<file path="src/rtl/alu.sv">
// alu: 32-bit datapath ALU with zero flag and a registered ALUOut holding stage
module alu (
  input  logic [31:0] SrcA,
  input  logic [31:0] SrcB,
  input  logic [2:0]  ALUop,
  output logic [31:0] ALUResult,
  output logic        Zero,
  input  logic        clk,
  output logic [31:0] ALUOut,
  input  logic        rst_n
);
  logic [31:0] b_sel, sum, aluout_d, aluout_q;
  logic        slt;
  // ALUop[2] inverts B and supplies the +1 carry-in, so one adder serves ADD, SUB and SLT
  always_comb begin
    b_sel    = ALUop[2] ? ~SrcB : SrcB;
    sum      = SrcA + b_sel + {31'b0, ALUop[2]};
    slt      = (SrcA[31] != SrcB[31]) ? SrcA[31] : sum[31];
    aluout_d = (ALUop[1:0] == 2'b00) ? (SrcA & b_sel) :
               (ALUop[1:0] == 2'b01) ? (SrcA | b_sel) :
               (ALUop[1:0] == 2'b10) ? sum :
               ALUop[2] ? {31'b0, slt} : (SrcA ^ SrcB);
  end
  // ALUOut captures the settled result every edge; reset clears it immediately
  always_ff @(posedge clk or negedge rst_n) begin
    if (!rst_n) aluout_q <= 32'h0;
    else        aluout_q <= aluout_d;
  end
  assign ALUResult = aluout_d;
  assign Zero      = (aluout_d == 32'h0);
  assign ALUOut    = aluout_q;
endmodule

</file>
<file path="config.mk">
export PLATFORM = sky130hd
export DESIGN_NAME = alu
export DESIGN_NICKNAME = d
export VERILOG_FILES = /design/src/rtl/alu.sv
export SDC_FILE = /design/constraint.sdc
export NUM_CORES = 1
export LEC_CHECK = 0
export ABC_AREA = 1
export BUFFER_PORTS_ARGS = -buffer_cell sky130_fd_sc_hd__buf_2
export CAP_MARGIN = 15
export CORE_MARGIN = 5
export CORE_UTILIZATION = 60
export DETAILED_ROUTE_END_ITERATION = 8
export PLACE_DENSITY = 0.95
export RECOVER_POWER = 100
export SLEW_MARGIN = 5
export SYNTH_ARGS = -nofsm -noshare
export SYNTH_HDL_FRONTEND = slang
export SYNTH_SLANG_ARGS = --single-unit
</file>
<file path="constraint.sdc">
create_clock -name clk -period 15.65 [get_ports clk]
set_input_delay 3.9125 -clock clk [delete_from_list [all_inputs] [get_ports clk]]
set_output_delay 3.9125 -clock clk [all_outputs]
set_load 0.02 [all_outputs]
</file>
==> summary.txt, run 1 <==
Yosys
  – Yosys warning count: 0
  – Sequential area share after synthesis: 0.1428
  – Post-Syn Area: 5609 um^2
  – Netlist cell types: 38
  – Async SR Flop Fraction: 1.000
  – Post-Synthesis Cells: 933
  – Post-synth EDFFs: 0
  – Main synth FF type: dfrtp_1
  – Syn_nets: 1068
  – Synthesis-stage register bit count: 32
  – Syn Area/Cell: 6.012 um^2

Drt
  – ANT nets after route: 0
  – Via/cell ratio: 5.540
  – Routed vias: 6482
  – Total wire length: 18050 um
  – Initial DRC count: 616
  – First drt pass iteration count: 5
  – # DRC: 0
  – DR WL/cell: 15.43 um

Power
  – Psw: 235.9 uW
  – P_int: 215.6 uW
  – Power Dens Cells: 71.59 nW/um^2
  – Clock share of power: 0.162
  – Switching Fraction: 0.5225
  – Seq pwr share: 0.214
  – Logic pwr share: 0.624
  – IR drop worst, VDD: 35.58 uV
  – Leak Pwr: 3.643 nW

Critical path
  – Setup CP Type: input port to output pin
  – Worst-path fanout max: 35
  – Crit-path cells: buf_2 > clkbuf_1 > xnor2_1 > ha_1 > nand2_1 > nor2_1 > nand2_2 > clkinv_1 > nand2_1 > nand2_1 > nand2_1 > nand3_1 > nand2_1 > nand2_1 > nand2_1 > nor2_1 > nand3_1 > nor2_1 > nand4_1 > nor2_1 > clkbuf_1
  – Slowest cell delay on critical path: 1.96 ns
  – Top delay family on crit path: buffers and inverters
  – Worst EP arrival: 9.04 ns
  – Crit end category: output pin
  – WP data required: 11.74 ns
  – CP Buf/Inv Count: 4
  – Crit start category: input port
  – Slowest stage cell on the critical path: clkbuf_1
  – Most frequent CP cell: nand2_1

Global routing
  – Grt ovf: 0
  – Initial antenna violation count: 0
  – GRT Resource Usage Total: 0.3092
  – Largest net degree at the start of global routing: 36
  – Vias in the first global route: 6041
  – First-pass GRT wire length: 28640 um

STA
  – Total negative setup slack: 0 ns
  – Rel. slew slack: -0.8518
  – Final hold vios: 0
  – Fmax: 0.07722 GHz
  – Final setup vio count: 0
  – Slew Limit Fails: 69
  – Final Critical Period: 12.95 ns
  – Tcrit/Tclk final: 0.8275
  – Worst-Margin Slew: 2.778 ns
  – RSZ-0062 raised after global routing: no

Cells and area
  – Final core occ: 0.6857
  – Fin nets: 1193
  – Largest register FFs: 32
  – Final Cell Area: 6306 um^2
  – Diode count: 0
  – Layout cells sized above 1: 0.1180
  – Layout area overhead: 12.42%
  – Fill cells: 883

Min path
  – Hold EP: ALUOut[4]
  – Worst Hold Class: input port to flip-flop
  – Worst Hold Launch: SrcB[4]
  – Cells on Worst Hold Path: 4

Clock tree
  – # H-tree levels: 2
  – Post_cts resized: 0
  – CTS Sinks: 32
  – Post-CTS Setup Bufs: 0
  – Cts hold-fix bufs: 0
  – CTS root buf: clkbuf_8
  – Max Root-Sink Buffers: 2
  – Clock transition at path regs: 0.07 ns
  – Total CTS buffers: 5
  – CTS tree: yes

Run
  – Max Cap Viol: 2

Die
  – Chip height: 106.7 um
  – Core footprint: 9196 um^2
  – Die width: 106.7 um
  – Num rows: 35
  – Starting Density: 0.6099
  – Die area: 11380 um^2
  – Ports: 134

Placement
  – Placement Cell Area: 6355 um^2
  – IO Port Bufs: 133
  – Gpl congestion: 0.9747
  – Hpwl dp: 14020 um

Run status
  – Run status: complete, but fails checks
  – Violated checks: capacitance limit, slew limit
## power by group through the flow
stage / Combinational [mW] / Sequential [mW] / Clock [mW]
after floorplan: 0.183 / 0.114 / 0
after global placement: 0.278 / 0.0975 / 0
after detailed placement: 0.283 / 0.0979 / 0
after CTS: 0.285 / 0.0963 / 0.0722
after global routing: 0.311 / 0.0978 / 0.0768
final: 0.282 / 0.0968 / 0.0731
## per-stage QoR
stage	hold slack (ns)	cells	setup slack (ns)	power (mW)
5_1_grt	4.067	1170	2.313	0.4851
2_1_floorplan	3.617	933	5.008	0.2963
6_report	4.042	1170	2.699	0.4514
3_3_place_gp	4.005	1162	4.607	0.3752
3_5_place_dp	4.029	1162	4.584	0.3812
4_1_cts	3.705	1170	4.570	0.4536
## layout by cell type, fill, tap and decap left out, types with 13 or more instances in the layout
| master | count |
|---|---|
| a21oi_1 | 51 |
| buf_2 | 67 |
| clkbuf_1 | 67 |
| dfrtp_1 | 32 |
| ha_1 | 65 |
| inv_1 | 184 |
| nand2_1 | 278 |
| nand2_2 | 15 |
| nand3_1 | 55 |
| nor2_1 | 54 |
| o21ai_0 | 34 |
| o22ai_1 | 13 |
| xnor2_1 | 36 |
| xor2_1 | 26 |
## layout make-up
| cell class | count | area, um^2 | area share |
|---|---|---|---|
| Multi-Input combinational cell | 689 | 3944 | 0.6254 |
| Sequential cell | 32 | 800.8 | 0.1270 |
| Inverter | 194 | 728.2 | 0.1155 |
| Timing Repair Buffer | 136 | 601.8 | 0.09544 |
| Tap cell | 111 | 138.9 | 0.02202 |
| Clock buffer | 6 | 82.58 | 0.01310 |
| Clock inverter | 2 | 10.01 | 0.001587 |
## kinds of logic (layout without fill, tap and decap cells)
group	after synthesis	in the layout	share of synthesized area
DFF	32	32	0.1428
buffers and inverters	212	338	0.1443
and+or+nand+nor	448	448	0.3562
AOI/OAI and AO/OA	113	113	0.1113
adders and majority gates	66	66	0.1486
xor gates and xnor gates	62	62	0.09681
## worst max path at each step
stage | to | cells past startpoint | from | slack, ns
2_1_floorplan | Zero | 20 | ALUop[2] | 5.01
3_3_place_gp | Zero | 21 | ALUop[2] | 4.61
3_5_place_dp | Zero | 21 | ALUop[2] | 4.58
4_1_cts | Zero | 21 | ALUop[2] | 4.57
5_1_grt | Zero | 21 | ALUop[2] | 2.31
6_report | Zero | 21 | ALUop[2] | 2.70
## worst min-delay path, delay by kind of cell
family | cells | cell delay (ns)
buffers and inverters | 1 | 0.10
AND/OR/NAND/NOR | 1 | 0.08
AO/OA/AOI/OAI | 2 | 0.19
## per-layer routing
layer	track usage	wire length [um]
met3	0.05178	2214
met1	0.3953	7043
met4	0.1297	591
met5	0	0
met2	0.5148	8202
## cells in the mapped netlist (3+ instances only)
cell        n  area, um^2
o21ai_0    34       170.2
a21oi_2     3       26.28
nand2_2    25       156.4
buf_1       3       11.26
inv_1     184       690.7
ha_1       65       813.3
nor2_4      4       45.04
nand3b_1    7       52.55
nand2_1   268        1006
nand3_1    53       265.3
nand3_2     4       40.04
nand4_1     8       50.05
or2_2       5       31.28
nor3_1      5       25.02
inv_2       8       30.03
nor3_2      3       30.03
o21bai_1    4       30.03
nor2_2     11       68.82
clkbuf_1    8       30.03
xnor2_1    36       315.3
xor2_1     26       227.7
a21oi_1    49       245.2
o22ai_1    13       81.33
nor2_1     51       191.4
buf_2       5       25.02
dfrtp_1    32       800.8
Note: power is estimated with default switching activity, not from simulation.
==> run 2, diff against run 1 <==
CORE_UTILIZATION = 51   (was 60)
PLACE_DENSITY = 0.87   (was 0.95)
clock period = 10.58 ns   (was 15.65 ns; I/O delays follow)
==> run 2 against run 1 <==
The run still ends with capacitance limit, slew limit left. Clock power increased by 93%. Critical path depth shrank 1. Sequential cell count unchanged. Total power rose by 56%. Count of clock-buffer cells in the layout is 1 higher. Core utilization down 9.3 points. Non-clock buffer count rose by 1. Critical endpoint unchanged.
==> summary.txt, run 2 (synthesis results as in run 1) <==
Run status
  – Run status: complete, but fails checks
  – Violated checks: capacitance limit, slew limit

STA
  – Final setup vio count: 0
  – Fmax: 0.1068 GHz
  – RSZ-0062 raised after global routing: no
  – Total negative setup slack: 0 ns
  – Slew Limit Fails: 33
  – Worst-Margin Slew: 1.864 ns
  – Final Critical Period: 9.361 ns
  – Rel. slew slack: -0.2430
  – Final hold vios: 0
  – Tcrit/Tclk final: 0.8848

Critical path
  – CP Buf/Inv Count: 3
  – WP data required: 7.94 ns
  – Slowest stage cell on the critical path: clkbuf_1
  – Most frequent CP cell: nand2_1
  – Slowest cell delay on critical path: 0.75 ns
  – Crit end category: output pin
  – Crit-path cells: buf_2 > clkbuf_1 > nand2_1 > nand2_1 > fa_1 > nand3_1 > nand3_1 > nand2_1 > nand2_1 > nand2_1 > nand2_1 > nand2_1 > nand3_1 > nand2_1 > a22oi_1 > nand3_1 > nor2_1 > nand4_1 > nor2_1 > buf_2
  – Worst-path fanout max: 23
  – Crit start category: input port
  – Top delay family on crit path: simple AND/OR/NAND/NOR gates
  – Setup CP Type: input port to output pin
  – Worst EP arrival: 6.72 ns
  – Crit path launch: ALUop[2]

Clock tree
  – Clock transition at path regs: 0.08 ns
  – CTS Sinks: 32
  – Post-CTS Setup Bufs: 0
  – Post_cts resized: 0
  – CTS tree: yes
  – Max Root-Sink Buffers: 2
  – Cts hold-fix bufs: 0
  – Total CTS buffers: 5
  – # H-tree levels: 2
  – CTS root buf: clkbuf_8

Die
  – Starting Density: 0.5197
  – Die width: 114.9 um
  – Core footprint: 10790 um^2
  – Chip height: 114.9 um
  – Die area: 13200 um^2
  – Num rows: 38
  – Ports: 134

Drt
  – # DRC: 0
  – Initial DRC count: 551
  – ANT nets after route: 0
  – Routed vias: 6378
  – First drt pass iteration count: 5
  – Via/cell ratio: 5.315
  – DR WL/cell: 15.05 um
  – Total wire length: 18060 um

Placement
  – Placement Cell Area: 6399 um^2
  – Inst Count DP: 1192
  – IO Port Bufs: 133
  – Hpwl dp: 14350 um
  – Gpl congestion: 1.061

Global routing
  – First-pass GRT wire length: 28620 um
  – Initial antenna violation count: 0
  – Met3 usage: 0.04526
  – Largest net degree at the start of global routing: 33
  – GR met1 Demand/Resource: 0.3477
  – GRT Resource Usage Total: 0.2698
  – Vias in the first global route: 5965
  – Grt ovf: 0
  – GR Util met2: 0.4479
  – Gr busiest metal: met2

Power
  – Power Dens Cells: 109.8 nW/um^2
  – Leak Pwr: 3.664 nW
  – IR drop worst, VDD: 67.69 uV

Run
  – Max Cap Viol: 1

Cells and area
  – Most frequent cells in the layout: 276 x nand2_1, 184 x inv_1, 69 x buf_2, 65 x ha_1, 65 x clkbuf_1
  – Final core occ: 0.5930
  – Diode count: 0
  – Layout cells sized above 1: 0.1255
  – Fill cells: 1103
  – Leading cell type in the layout, fill and taps excluded: nand2_1
  – Fin nets: 1194
  – Final Cell Area: 6400 um^2
  – Largest register FFs: 32
  – Post-Layout Cell Count: 1200
  – Layout area overhead: 14.10%

Min path
  – Worst Hold Launch: SrcB[4]
  – Worst Hold Class: input port to flip-flop
  – Cells on Worst Hold Path: 4
  – Hold EP: ALUOut[4]
-- run 2: worst min-delay path, stage by stage --
cell and delay, ns:
buf_2 0.10, a21oi_1 0.06, a21oi_1 0.12, nand2_1 0.10
-- run 2: layer usage --
layer  wire [um]  part of all wire  vias to the layer above
met5           0                 0                        -
met4         614             0.034                        0
met3        1936              0.11                       52
met2        8241              0.46                      341
met1        7268              0.40                     2863
li1            -                 -                     3122
-- run 2: worst max-delay path by stage --
stage           end  slack [ns]  depth (start not counted)
2_1_floorplan  Zero        2.47                         20
3_3_place_gp   Zero        2.06                         19
6_report       Zero        1.22                         20
4_1_cts        Zero        2.01                         20
5_1_grt        Zero        0.88                         22
3_5_place_dp   Zero        2.02                         20
-- run 2: through the flow --
stage	setup WS (ns)	power (mW)	hold slack, ns
2_1_floorplan	2.473	0.4383	2.349
3_3_place_gp	2.057	0.5590	2.751
3_5_place_dp	2.017	0.5663	2.762
4_1_cts	2.007	0.7062	2.438
5_1_grt	0.8805	0.7543	2.797
6_report	1.219	0.7027	2.778
-- run 2: area by class of cell --
class                           instances  area, um^2  share of cell area
Clock buffer                            7       96.34             0.01505
Clock inverter                          1       30.03            0.004692
Inverter                              194       728.2              0.1138
Multi-Input combinational cell        689        3958              0.6184
Sequential cell                        32       800.8              0.1251
Tap cell                              140       175.2             0.02737
Timing Repair Buffer                  137       611.8             0.09560
-- run 2: where the power goes --
group          switching [mW]  leakage (nW)  internal, mW
Sequential            0.00449         0.394         0.139
Clock                  0.0579        0.0645        0.0833
Combinational           0.290          3.21         0.128
Total                   0.352          3.66         0.350
